## config.mk

```make
export PLATFORM = sky130hd
export DESIGN_NAME = tilelink_ul_master
export DESIGN_NICKNAME = d
export VERILOG_FILES = /design/src/rtl/tilelink_ul_master.sv
export SDC_FILE = /design/constraint.sdc
export NUM_CORES = 1
export LEC_CHECK = 0
export BUFFER_PORTS_ARGS = -buffer_cell sky130_fd_sc_hd__buf_4
export CAP_MARGIN = 40
export CORE_ASPECT_RATIO = 1.2
export CORE_UTILIZATION = 44
export CTS_CLUSTER_DIAMETER = 150
export DETAILED_ROUTE_END_ITERATION = 16
export GPL_TIMING_DRIVEN = 0
export PLACE_DENSITY_LB_ADDON = 0.3
export SLEW_MARGIN = 25
export SYNTH_ARGS = -nofsm -noshare
export SYNTH_HDL_FRONTEND = slang
export SYNTH_SLANG_ARGS = --single-unit
```

## constraint.sdc

```tcl
create_clock -name clock -period 4 [get_ports clock]
set_input_delay 0.2 -clock clock [delete_from_list [all_inputs] [get_ports clock]]
set_output_delay 0.2 -clock clock [all_outputs]
set_load 0.03 [all_outputs]
```

## src/rtl/tilelink_ul_master.sv

```systemverilog
// TileLink-UL initiator: turns single local commands into A-channel requests and
// returns D-channel beats through a registered response stream with timeout recovery.
`timescale 1ns/1ps

module tilelink_ul_master #(
  parameter int unsigned TIMEOUT  = 256,
  parameter int unsigned MAX_SIZE = 6
) (
  input  logic        clock,
  input  logic        reset_n,

  input  logic        cmd_valid,
  output logic        cmd_ready,
  input  logic        cmd_write,
  input  logic [31:0] cmd_address,
  input  logic [3:0]  cmd_size,
  input  logic [3:0]  cmd_mask,
  input  logic [31:0] cmd_data,

  output logic        channel_a_valid,
  input  logic        channel_a_ready,
  output logic [2:0]  channel_a_bits_opcode,
  output logic [2:0]  channel_a_bits_param,
  output logic [3:0]  channel_a_bits_size,
  output logic        channel_a_bits_source,
  output logic [31:0] channel_a_bits_address,
  output logic [3:0]  channel_a_bits_mask,
  output logic [31:0] channel_a_bits_data,

  input  logic        channel_d_valid,
  output logic        channel_d_ready,
  input  logic [2:0]  channel_d_bits_opcode,
  input  logic [1:0]  channel_d_bits_param,
  input  logic [3:0]  channel_d_bits_size,
  input  logic        channel_d_bits_source,
  input  logic        channel_d_bits_sink,
  input  logic [1:0]  channel_d_bits_addr_lo,
  input  logic [31:0] channel_d_bits_data,
  input  logic        channel_d_bits_error,

  output logic        rsp_valid,
  input  logic        rsp_ready,
  output logic [31:0] rsp_data,
  output logic        rsp_last,
  output logic        rsp_error
);

  localparam logic [2:0] OP_GET         = 3'd4;
  localparam logic [2:0] OP_PUT_FULL    = 3'd0;
  localparam logic [2:0] OP_PUT_PARTIAL = 3'd1;
  localparam logic [2:0] OP_ACK         = 3'd0;
  localparam logic [2:0] OP_ACK_DATA    = 3'd1;

  localparam int unsigned   TW         = (TIMEOUT > 1) ? $clog2(TIMEOUT) : 1;
  localparam logic [TW-1:0] TIMER_LAST = (TIMEOUT > 0) ? TW'(TIMEOUT - 1) : '0;
  localparam bit            TIMEOUT_EN = (TIMEOUT != 0);

  typedef enum logic [1:0] {S_IDLE, S_REQ, S_WAIT, S_ERR} state_t;

  state_t        state, state_next;
  logic [1:0]    rst_sync;
  logic          rst_n;
  logic          tag;
  logic          req_write;
  logic [4:0]    exp_last;
  logic [4:0]    beat_cnt;
  logic [TW-1:0] timer;
  logic          err_loaded;

  logic cmd_fire, d_fire, d_match, rsp_free, beat_last;
  logic timeout_fire, err_load, txn_done;
  logic unused_d_fields;

  // Assertion clears both flops at once; release ripples through two clocks.
  always_ff @(posedge clock or negedge reset_n) begin
    if (!reset_n) rst_sync <= 2'b00;
    else          rst_sync <= {rst_sync[0], 1'b1};
  end
  assign rst_n = rst_sync[1];

  function automatic logic [3:0] natural_mask(input logic [3:0] size, input logic [1:0] lo);
    case (size)
      4'd0:    return 4'b0001 << lo;
      4'd1:    return 4'b0011 << lo;
      default: return 4'hF;
    endcase
  endfunction

  function automatic logic cmd_illegal(input logic wr, input logic [3:0] size,
                                       input logic [31:0] addr);
    logic [31:0] align;
    align = (32'd1 << size) - 32'd1;
    return (wr && size > 4'd2) || (!wr && {28'd0, size} > MAX_SIZE) ||
           ((addr & align) != 32'd0);
  endfunction

  // Index of the final beat: Gets wider than a word span several 4-byte beats.
  function automatic logic [4:0] last_beat(input logic wr, input logic [3:0] size);
    if (wr || size <= 4'd2) return 5'd0;
    return (5'd1 << (size - 4'd2)) - 5'd1;
  endfunction

  assign cmd_ready           = (state == S_IDLE);
  assign channel_a_valid     = (state == S_REQ);
  assign channel_a_bits_param = 3'd0;
  assign rsp_free            = !rsp_valid || rsp_ready;
  assign channel_d_ready     = (state == S_WAIT) && rsp_free;

  assign cmd_fire  = cmd_valid && cmd_ready;
  assign d_fire    = channel_d_valid && channel_d_ready;
  assign d_match   = d_fire && (channel_d_bits_source == tag);
  assign beat_last = (beat_cnt == exp_last);

  // A stale beat freezes the timer just as it leaves the beat counter alone.
  assign timeout_fire = TIMEOUT_EN && (state == S_WAIT) && !d_fire &&
                        (timer == TIMER_LAST) && rsp_free;
  assign err_load     = (state == S_ERR) && !err_loaded && rsp_free;
  assign txn_done     = (d_match && beat_last) || timeout_fire;

  assign unused_d_fields = ^{channel_d_bits_param, channel_d_bits_size,
                             channel_d_bits_sink, channel_d_bits_addr_lo};

  always_ff @(posedge clock or negedge rst_n) begin
    // NOTE: sequential state uses non-blocking assignments so every flop samples pre-edge values.
    if (!rst_n) state <= S_IDLE;
    else        state <= state_next;
  end

  always_comb begin
    // NOTE: default first so no path through the case leaves state_next unassigned (no latch).
    state_next = state;
    case (state)
      S_IDLE:  if (cmd_fire)
                 state_next = cmd_illegal(cmd_write, cmd_size, cmd_address) ? S_ERR : S_REQ;
      S_REQ:   if (channel_a_ready) state_next = S_WAIT;
      S_WAIT:  if (txn_done) state_next = S_IDLE;
      S_ERR:   if (err_loaded && rsp_valid && rsp_ready) state_next = S_IDLE;
      default: state_next = S_IDLE;
    endcase
  end

  // A-channel fields are captured once per command and held through the handshake.
  always_ff @(posedge clock or negedge rst_n) begin
    if (!rst_n) begin
      req_write              <= 1'b0;
      exp_last               <= 5'd0;
      channel_a_bits_opcode  <= 3'd0;
      channel_a_bits_size    <= 4'd0;
      channel_a_bits_address <= 32'd0;
      channel_a_bits_mask    <= 4'd0;
      channel_a_bits_data    <= 32'd0;
    end else if (cmd_fire) begin
      req_write              <= cmd_write;
      exp_last               <= last_beat(cmd_write, cmd_size);
      channel_a_bits_size    <= cmd_size;
      channel_a_bits_address <= cmd_address;
      if (cmd_write) begin
        channel_a_bits_opcode <= (cmd_mask == natural_mask(cmd_size, cmd_address[1:0])) ?
                                 OP_PUT_FULL : OP_PUT_PARTIAL;
        channel_a_bits_mask   <= cmd_mask;
        channel_a_bits_data   <= cmd_data;
      end else begin
        channel_a_bits_opcode <= OP_GET;
        channel_a_bits_mask   <= 4'hF;
        channel_a_bits_data   <= 32'd0;
      end
    end
  end

  always_ff @(posedge clock or negedge rst_n) begin
    if (!rst_n) begin
      tag        <= 1'b0;
      beat_cnt   <= 5'd0;
      timer      <= '0;
      err_loaded <= 1'b0;
    end else begin
      if (txn_done) tag <= ~tag;

      if (state == S_REQ && channel_a_ready) begin
        beat_cnt <= 5'd0;
        timer    <= '0;
      end else if (d_match) begin
        beat_cnt <= beat_cnt + 5'd1;
        timer    <= '0;
      end else if (state == S_WAIT && !d_fire && timer != TIMER_LAST) begin
        timer <= timer + 1'b1;
      end

      if (err_load)               err_loaded <= 1'b1;
      else if (state_next != S_ERR) err_loaded <= 1'b0;
    end
  end

  assign channel_a_bits_source = tag;

  // Response register: a matching beat, a timeout or an illegal command loads it;
  // an accepted beat clears it unless a new beat is loaded in the same cycle.
  always_ff @(posedge clock or negedge rst_n) begin
    if (!rst_n) begin
      rsp_valid <= 1'b0;
      rsp_data  <= 32'd0;
      rsp_last  <= 1'b0;
      rsp_error <= 1'b0;
    end else if (d_match) begin
      rsp_valid <= 1'b1;
      rsp_data  <= req_write ? 32'd0 : channel_d_bits_data;
      rsp_last  <= beat_last;
      rsp_error <= channel_d_bits_error ||
                   (channel_d_bits_opcode != (req_write ? OP_ACK : OP_ACK_DATA));
    end else if (timeout_fire || err_load) begin
      rsp_valid <= 1'b1;
      rsp_data  <= 32'd0;
      rsp_last  <= 1'b1;
      rsp_error <= 1'b1;
    end else if (rsp_valid && rsp_ready) begin
      rsp_valid <= 1'b0;
      rsp_data  <= 32'd0;
      rsp_last  <= 1'b0;
      rsp_error <= 1'b0;
    end
  end

endmodule

```

==> out/results.ini, run 1 <==
[synth]
ys.flop_type = dfrtp_1
ys_warn_count = 0
synth.distinct_cells = 57
yosysMostFrequentCell = nand2_1
synth_common_cells = nand2_1 (193), dfrtp_1 (134), nand3_1 (39)
synth-edff-count = 0
synth_seq_area_share_pct = 55.9
syn_area_sq_um = 6000
async_flop_share_pct = 100
synth_area_leaders = dfrtp_1 (56%), nand2_1 (12%), a22o_1 (5.0%)
syn_area_per_cell_sq_um = 9.54
ys_ff_latch = 134
synth_top_area_share_pct = 55.9
synth_cells = 629
yosys.area.top_type = dfrtp_1

[power]
comb_power_share_pct = 44.9
clkPwrFrac_pct = 22.8
seq_power_share_pct = 32.3
p_leak_nw = 4.62
swShare_pct = 41.6
finalPower_mw = 7.00
cellInternalPower_mw = 4.09
p_sw_mw = 2.91
peakVddDrop_mv = 0.389
powerDensity_nw_per_um2 = 787

[worst_setup_path]
r2r_cells = 6
end_kind = flop
regToRegSetupSlack_ps = 1930
worst-path-max-fanout = 10
r2r_start = state[0]
critical_path_class = input port to flop
r2r-end = channel_a_bits_data[28]
cp.required_ps = 4280
crit_path_start_kind = input port
cp.arrival_ps = 2860

[floorplan]
die_w_um = 109
start_util_pct = 45.3
die-area_sq_um = 14100
ios = 242
fp.dieH_um = 130
rows = 46
core_sq_um = 13200

[route]
wire_per_inst_um = 15.5
drc = 0
wirelength_mm = 16.9
ant_nets = 0
first_iter_violations = 232
vias = 5518
firstDrtPassIters = 5
viasPerCell = 5.06

[final_layout]
syn_to_final_growth_pct = 48.1
nets = 1041
drive_above_1_share_pct = 30.6
antenna_cells = 0
finish.utilization_pct = 67.2
layout.cells.non_filler = 1090
fillerInstances = 1122

[sta]
skew_ps = 12.8
setup_viol = 0
period_share_pct = 64.5
tightest_slew_ps = 690
maxSlewViolCount = 0
post-route-min-period_ps = 2580
relSlewSlack_pct = 53.9
hold_viol_final = 0
grt_setup_unrepaired = false
max_freq_mhz = 388
tns_ps = 0

[clocking]
h-tree-depth = 4
cts_buffers = 17
cts_tree = built
clk_latency_ps = 410
cts_resized = 0
root_buffer = clkbuf_16
numClockSinks = 134
clk_pin_slew_worst_paths_ps = 60
cts.path.max_buffers = 2

[place]
numPlacedInstances = 1026
gp_congestion = 0.858
io_buffers = 224
dp_hpwl_mm = 12.0

[min_path]
worstHoldStart = cmd_address[2]
holdPathStages = 3
whs_endpoint = channel_a_bits_address[2]
hold_path.class = input port to flop

[grt]
grt_pass1_vias = 5400
grt_overflow_total = 0
antenna_found_initial = 0
grt_max_degree = 51
grt_pass1_wl_mm = 26.5
grt_usage_pct = 24.3

[flow_run]
drv_cap = 0

[run_status]
status = finished, final reports clean

==> through the flow <==
stage / hold WS [ps] / setup WS (ps) / area [sq um]
floorplan: -95.6 / 1730 / 6020
global placement: -15.7 / 943 / 7910
detailed placement: -12.2 / 1100 / 7970
CTS: 0.0373 / 1530 / 8890
global route: 3.42 / 1400 / 8890
finish: 5.68 / 1420 / 8890
==> cell families (layout without fill, tap and decap cells) <==
group	Yosys count	after routing	share of synthesized area (%)
AND/OR/NAND/NOR	309	309	23.1
flip-flops	134	134	55.9
AO/OA/AOI/OAI	94	94	11.3
buffers and inverters	58	348	4.48
XOR/XNOR	22	22	3.21
adder cells (fa/ha/maj)	8	8	1.63
other	2	5	0.125
multiplexers	2	2	0.354
==> placed cells by master, fill, tap and decap left out, drive strengths merged, types with 10 or more instances in the layout <==
cell type	n
a22o	34
dlygate4sd3	32
o21ai	19
dfrtp	134
clkbuf	41
nand3	39
nor2	25
xor2	14
inv	14
buf	250
a21oi	13
nand4	10
nand2	194
==> critical path: stages <==
cell	delay, ps
buf_2	150
buf_2	240
buf_1	410
nand2_1	110
ha_1	300
nor2b_1	40
a2111oi_0	550
o311a_1	280
nand4_1	100
o21ai_1	270
a21o_1	160
nand2_1	50
==> sequential cells by signal, indices dropped and copies added, names as in the netlist <==
signal and cells:
rsp_valid 1, exp_last 5, timer 8, beat_cnt 5, req_write 1, state 2
rsp_error 1, channel_a_bits_mask 4, channel_a_bits_opcode 2, rsp_last 1, channel_a_bits_size 4, rst_sync 2
channel_a_bits_data 32, channel_a_bits_source 1, channel_a_bits_address 32, rsp_data 32, err_loaded 1
==> per-layer routing <==
| layer | share of wire (%) | global-route usage, % | wire, um | up-vias |
|---|---|---|---|---|
| met1 | 40 | 29.5 | 6830 | 2625 |
| met4 | 2.0 | 9.22 | 330 | 0 |
| met3 | 6.2 | 5.94 | 1040 | 22 |
| met5 | 0 | 0 | 0 | - |
| met2 | 51 | 41.7 | 8670 | 188 |
| li1 | - | - | - | 2683 |
==> power by group through the flow <==
stage               registers, mW  clock network (mW)  logic [mW]
CTS                          2.26                1.62        3.16
global route                 2.33                1.68        3.38
finish                       2.26                1.60        3.14
global placement             2.27                   0        3.06
detailed placement           2.27                   0        3.13
floorplan                    3.19                   0       0.990
==> what timing repair did <==
action,in CTS,in global routing
setup buffers,0,0
hold endpoints to repair,33,0
hold buffers,32,0
==> area by class of cell <==
class | instances | area, sq um | share of cell area (%)
Sequential cell | 134 | 3360 | 37.8
Multi-Input combinational cell | 440 | 2390 | 26.9
Timing Repair Buffer | 258 | 2060 | 23.1
Clock buffer | 19 | 433 | 4.87
Buffer | 46 | 224 | 2.52
Tap cell | 168 | 210 | 2.36
Clock inverter | 13 | 174 | 1.96
Inverter | 12 | 45.0 | 0.507
==> worst max-delay path by stage <==
stage | from | end | slack, ps | cells after the start
after floorplan | cmd_size[3] | err_loaded | 1730 | 12
after global placement | rst_sync[1] | rsp_data[9] | 940 | 0
after detailed placement | cmd_size[0] | err_loaded | 1100 | 12
after CTS | cmd_size[0] | err_loaded | 1530 | 12
after global routing | cmd_size[0] | err_loaded | 1400 | 12
final | cmd_size[0] | err_loaded | 1420 | 12
Power figures use the tool's default switching activity.
==> run 2, diff against run 1 <==
--- a/config.mk
+++ b/config.mk
@@ -8,7 +8,7 @@
 export BUFFER_PORTS_ARGS = -buffer_cell sky130_fd_sc_hd__buf_4
 export CAP_MARGIN = 40
 export CORE_ASPECT_RATIO = 1.2
-export CORE_UTILIZATION = 44
+export CORE_UTILIZATION = 47
 export CTS_CLUSTER_DIAMETER = 150
 export DETAILED_ROUTE_END_ITERATION = 16
 export GPL_TIMING_DRIVEN = 0
==> constraint.sdc (replaced) <==
create_clock -name clock -period 2.5 [get_ports clock]
set_input_delay 0.125 -clock clock [delete_from_list [all_inputs] [get_ports clock]]
set_output_delay 0.125 -clock clock [all_outputs]
set_load 0.03 [all_outputs]
==> out/results.ini, run 2 (synthesized netlist as in run 1, its figures left out) <==
[run_status]
status = finished, final reports clean

[final_layout]
largest_registers = channel_a_bits_address x32, channel_a_bits_data x32, rsp_data x32
syn_to_final_growth_pct = 59.1
design_area_sq_um = 9550
final_cell_mix = buf_4 (228), nand2_1 (193), dfrtp_1 (133), dlygate4sd3_1 (95), nand3_1 (39)
nets = 1104
drive_above_1_share_pct = 28.9
final_common_cell = buf_4
antenna_cells = 0

[floorplan]
start_util_pct = 48.9
ios = 242
die_w_um = 105
rows = 44
core_sq_um = 12300
die-area_sq_um = 13200
fp.dieH_um = 126

[place]
dpl-instance-area_sq_um = 7950
dp_hpwl_mm = 12.4
io_buffers = 224
gp_congestion = 0.883

[sta]
grt_setup_unrepaired = false
whs_ps = 20.6
post-route-min-period_ps = 2320
maxSlewViolCount = 0
tightest_slew_ps = 781
setup_viol = 0
hold_viol_final = 0
period_share_pct = 92.9
max_freq_mhz = 431
relSlewSlack_pct = 47.8
skew_ps = 9.68

[route]
viasPerCell = 5.38
wirelength_mm = 19.6
ant_nets = 0
first_iter_violations = 376
firstDrtPassIters = 5
wire_per_inst_um = 17.1
vias = 6167
drc = 0

[min_path]
hold_path.class = input port to flop

[worst_setup_path]
critical_path_class = input port to flop
cp.arrival_ps = 2600
cp.required_ps = 2780
end_kind = flop
crit_path_start_kind = input port
worst-path-max-fanout = 10

[clocking]
clk_pin_slew_worst_paths_ps = 60
cts_buffers = 17
cts_tree = built
cts.path.max_buffers = 2
clk_latency_ps = 410
h-tree-depth = 4
numClockSinks = 134
root_buffer = clkbuf_16

[grt]
grt_max_degree = 57
antenna_found_initial = 0
grt_pass1_vias = 6323
grt_usage_pct = 30.5
grt_pass1_wl_mm = 31.3
grt_overflow_total = 0

[power]
powerDensity_nw_per_um2 = 1220
peakVddDrop_mv = 0.677
p_leak_nw = 4.91

[flow_run]
drv_cap = 0

[run 2: cell types whose count changed in the layout (fill, tap and decap cells not counted), sizes merged]
cell,previous run,this run
buf,250,249
dlygate4sd3,32,95
clkinvlp,3,2
bufinv,3,5
clkinv,5,3
inv,14,16
[run 2: worst paths after layout]
path / cells after the start / start / slack (ps) / to
max reg2reg: 6 / state[0] / 310 / channel_a_bits_data[31]
min in group asynchronous: 2 / reset_n / 30 / rst_sync[1]
min reg2reg: 0 / rst_sync[1] / 310 / channel_a_bits_data[11]
max in group asynchronous: 1 / rst_sync[1] / 1540 / rsp_data[4]
max: 13 / cmd_size[1] / 180 / err_loaded
min: 3 / cmd_mask[1] / 20 / channel_a_bits_mask[1]
[run 2: where the power goes]
group | internal (mW) | total (mW) | leakage (nW) | switching (mW)
registers | 3.05 | 3.68 | 1.73 | 0.633
logic | 1.98 | 5.22 | 2.87 | 3.24
clock network | 1.78 | 2.75 | 0.312 | 0.967
total | 6.81 | 11.7 | 4.91 | 4.84
[run 2: routing by layer]
metal	share of wire [%]	wire, um	vias to the layer above	GRT usage (%)
met4	4.2	823	0	15.8
met5	0	0	-	0
li1	-	-	2807	-
met2	53	10500	298	55.5
met1	36	7060	2986	33.1
met3	6.6	1290	76	6.99
[run 2: through the flow]
step                utilization (%)  TNS, ps  setup slack [ps]  total power, mW  std cells
floorplan                         -        0               271             6.68        632
global placement               64.3   -54100              -416             8.49       1017
detailed placement             64.7     -337              -223             8.67       1019
CTS                            77.8        0               191             11.6       1146
global route                   77.8        0              13.8             12.2       1146
finish                         77.8        0               178             11.7       1146
[run 2: final cells by class]
| cell class | count | area (sq um) |
|---|---|---|
| Buffer | 46 | 226 |
| Clock buffer | 18 | 429 |
| Clock inverter | 14 | 223 |
| Fill cell | 750 | 2720 |
| Inverter | 12 | 45.0 |
| Multi-Input combinational cell | 440 | 2390 |
| Sequential cell | 134 | 3360 |
| Tap cell | 161 | 201 |
| Timing Repair Buffer | 321 | 2680 |
[run 2: timing repair]
action / 4_1_cts / 5_1_grt
hold buffers: 95 / 0
endpoints found under the hold margin: 96 / 0
buffers inserted: 0 / 0
gates resized for setup: 0 / 3
setup endpoints to repair: 0 / 1
[run 2: worst max-delay path, stage by stage]
cell	delay (ps)
buf_4	110
buf_2	210
buf_2	260
nor3_1	90
nand2_1	80
ha_1	270
buf_2	270
mux2_2	360
a41oi_1	210
nand4_1	110
o21ai_1	300
a21o_1	160
nand2_1	50
==> run 3, diff against run 2 <==
--- a/config.mk
+++ b/config.mk
@@ -5,12 +5,12 @@
 export SDC_FILE = /design/constraint.sdc
 export NUM_CORES = 1
 export LEC_CHECK = 0
-export BUFFER_PORTS_ARGS = -buffer_cell sky130_fd_sc_hd__buf_4
 export CAP_MARGIN = 40
 export CORE_ASPECT_RATIO = 1.2
 export CORE_UTILIZATION = 47
 export CTS_CLUSTER_DIAMETER = 150
 export DETAILED_ROUTE_END_ITERATION = 16
+export DONT_BUFFER_PORTS = 1
 export GPL_TIMING_DRIVEN = 0
 export PLACE_DENSITY_LB_ADDON = 0.3
 export SLEW_MARGIN = 25
==> out/results.ini, run 3 (synthesized netlist as in run 1, its figures left out) <==
[worst_setup_path]
worst-path-max-fanout = 10
path_cells = buf_2 > clkbuf_1 > nor3_1 > nand2_1 > ha_1 > nor2b_1 > a2111oi_0 > o311a_1 > nand4_1 > o21ai_1 > a21o_1 > nand2_1
crit_path_start_kind = input port
regToRegSetupSlack_ps = 230
critPathBufInv = 2
crit_top_cell = nand2_1
cp.arrival_ps = 2660
cpMaxStageDelayCell = a2111oi_0
cp.required_ps = 2790
critical_path_class = input port to flop
cpLargestDelayFamily = compound AO/OA/AOI/OAI gates
end_kind = flop
max_stage_delay_ps = 530

[final_layout]
largest_registers = channel_a_bits_address x32, channel_a_bits_data x32, rsp_data x32
final_common_cell = nand2_1
syn_to_final_growth_pct = 32.2
nets = 892
antenna_cells = 0
finish.utilization_pct = 64.7
drive_above_1_share_pct = 8.02
design_area_sq_um = 7940
final_cell_mix = nand2_1 (193), dfrtp_1 (133), dlygate4sd3_1 (106), nand3_1 (39), a22o_1 (34)
fillerInstances = 950
layout.cells.non_filler = 934

[place]
numPlacedInstances = 796
dp_hpwl_mm = 11.2
io_buffers = 0
gp_congestion = 0.907
dpl-instance-area_sq_um = 6280

[power]
powerDensity_nw_per_um2 = 1260
clkPwrFrac_pct = 25.0
p_sw_mw = 4.52
cellInternalPower_mw = 5.45
p_leak_nw = 3.82
comb_power_share_pct = 21.8
seq_power_share_pct = 53.3
swShare_pct = 45.3
peakVddDrop_mv = 0.587

[clocking]
numClockSinks = 134
h-tree-depth = 4
cts.path.max_buffers = 2
root_buffer = clkbuf_16
cts_buffers = 17
clk_pin_slew_worst_paths_ps = 60
cts_tree = built
clk_latency_ps = 410

[run_status]
status = finished, final reports clean

[sta]
relSlewSlack_pct = 53.1
setup_viol = 0
skew_ps = 10.3
grt_setup_unrepaired = false
maxSlewViolCount = 0
tightest_slew_ps = 686
max_freq_mhz = 421
post-route-min-period_ps = 2380
hold_viol_final = 0
period_share_pct = 95.1
tns_ps = 0

[route]
first_iter_violations = 322
firstDrtPassIters = 5
wire_per_inst_um = 17.7
drc = 0
viasPerCell = 5.53
ant_nets = 0
wirelength_mm = 16.5
vias = 5161

[floorplan]
die-area_sq_um = 13200
die_w_um = 105
ios = 242
core_sq_um = 12300
start_util_pct = 48.9
rows = 44
fp.dieH_um = 126

[grt]
antenna_found_initial = 0
grt_pass1_wl_mm = 26.9
grt_usage_pct = 26.0
grt_pass1_vias = 5316
grt_overflow_total = 0
grt_max_degree = 39

[flow_run]
drv_cap = 0

[min_path]
hold_path.class = input port to flop

-- run 3: cell count changes in the layout (fill, tap and decap cells not counted) --
cell	delta
clkinvlp_4	+1
dlygate4sd3_1	+11
inv_6	+2
buf_12	+2
nor2_2	+1
buf_16	-1
nor2_1	-1
inv_8	+1
clkbuf_2	-1
buf_4	-224
bufinv_16	-3
clkbuf_1	+1
clkinv_2	-1
-- run 3: worst paths after layout --
path / start / endpoint / cells past startpoint
max in group asynchronous: rst_sync[1] / timer[5] / 3
hold / removal: rsp_ready / rsp_valid / 2
setup / recovery: cmd_size[3] / err_loaded / 12
setup reg to reg: state[0] / channel_a_bits_data[0] / 6
hold reg to reg: rst_sync[1] / channel_a_bits_data[4] / 0
min in group asynchronous: rst_sync[1] / channel_a_bits_data[4] / 0
-- run 3: power by group through the flow --
stage | clock [mW] | combinational (mW) | sequential, mW
2_1_floorplan | 0 | 1.58 | 5.10
3_3_place_gp | 0 | 1.85 | 5.34
3_5_place_dp | 0 | 1.98 | 5.33
5_1_grt | 2.63 | 2.44 | 5.41
6_report | 2.49 | 2.17 | 5.31
4_1_cts | 2.54 | 2.13 | 5.30
-- run 3: final cells by class --
class | count | area [sq um] | area share [%]
flip-flops and latches | 134 | 3360 | 42.3
well taps | 161 | 201 | 2.54
multi-input cells | 440 | 2390 | 30.2
clock buffers | 18 | 429 | 5.41
inverters | 12 | 45.0 | 0.567
repair buffers | 109 | 1120 | 14.1
plain buffers | 46 | 225 | 2.84
clock inverters | 14 | 164 | 2.06
-- run 3: per-stage QoR --
step	total power, mW	setup WS [ps]	hold slack, ps
floorplan	6.68	271	-171
global placement	7.18	-403	-171
detailed placement	7.31	-335	-171
CTS	9.97	19.8	3.02
global route	10.5	2.38	13.9
finish	9.97	122	18.0
-- run 3: what timing repair did --
item                                   CTS  global route
endpoints found under the hold margin  110             0
setup endpoints to repair                0            61
hold buffers                           106             0
gates resized for setup                  0             2
buffers inserted                         0             0
-- run 3: layer usage --
metal,wire length (um),track usage (%),up-vias
li1,-,-,2388
met1,6360,29.8,2533
met2,8690,46.3,214
met3,1170,8.07,26
met4,287,8.04,0
met5,0,0,-
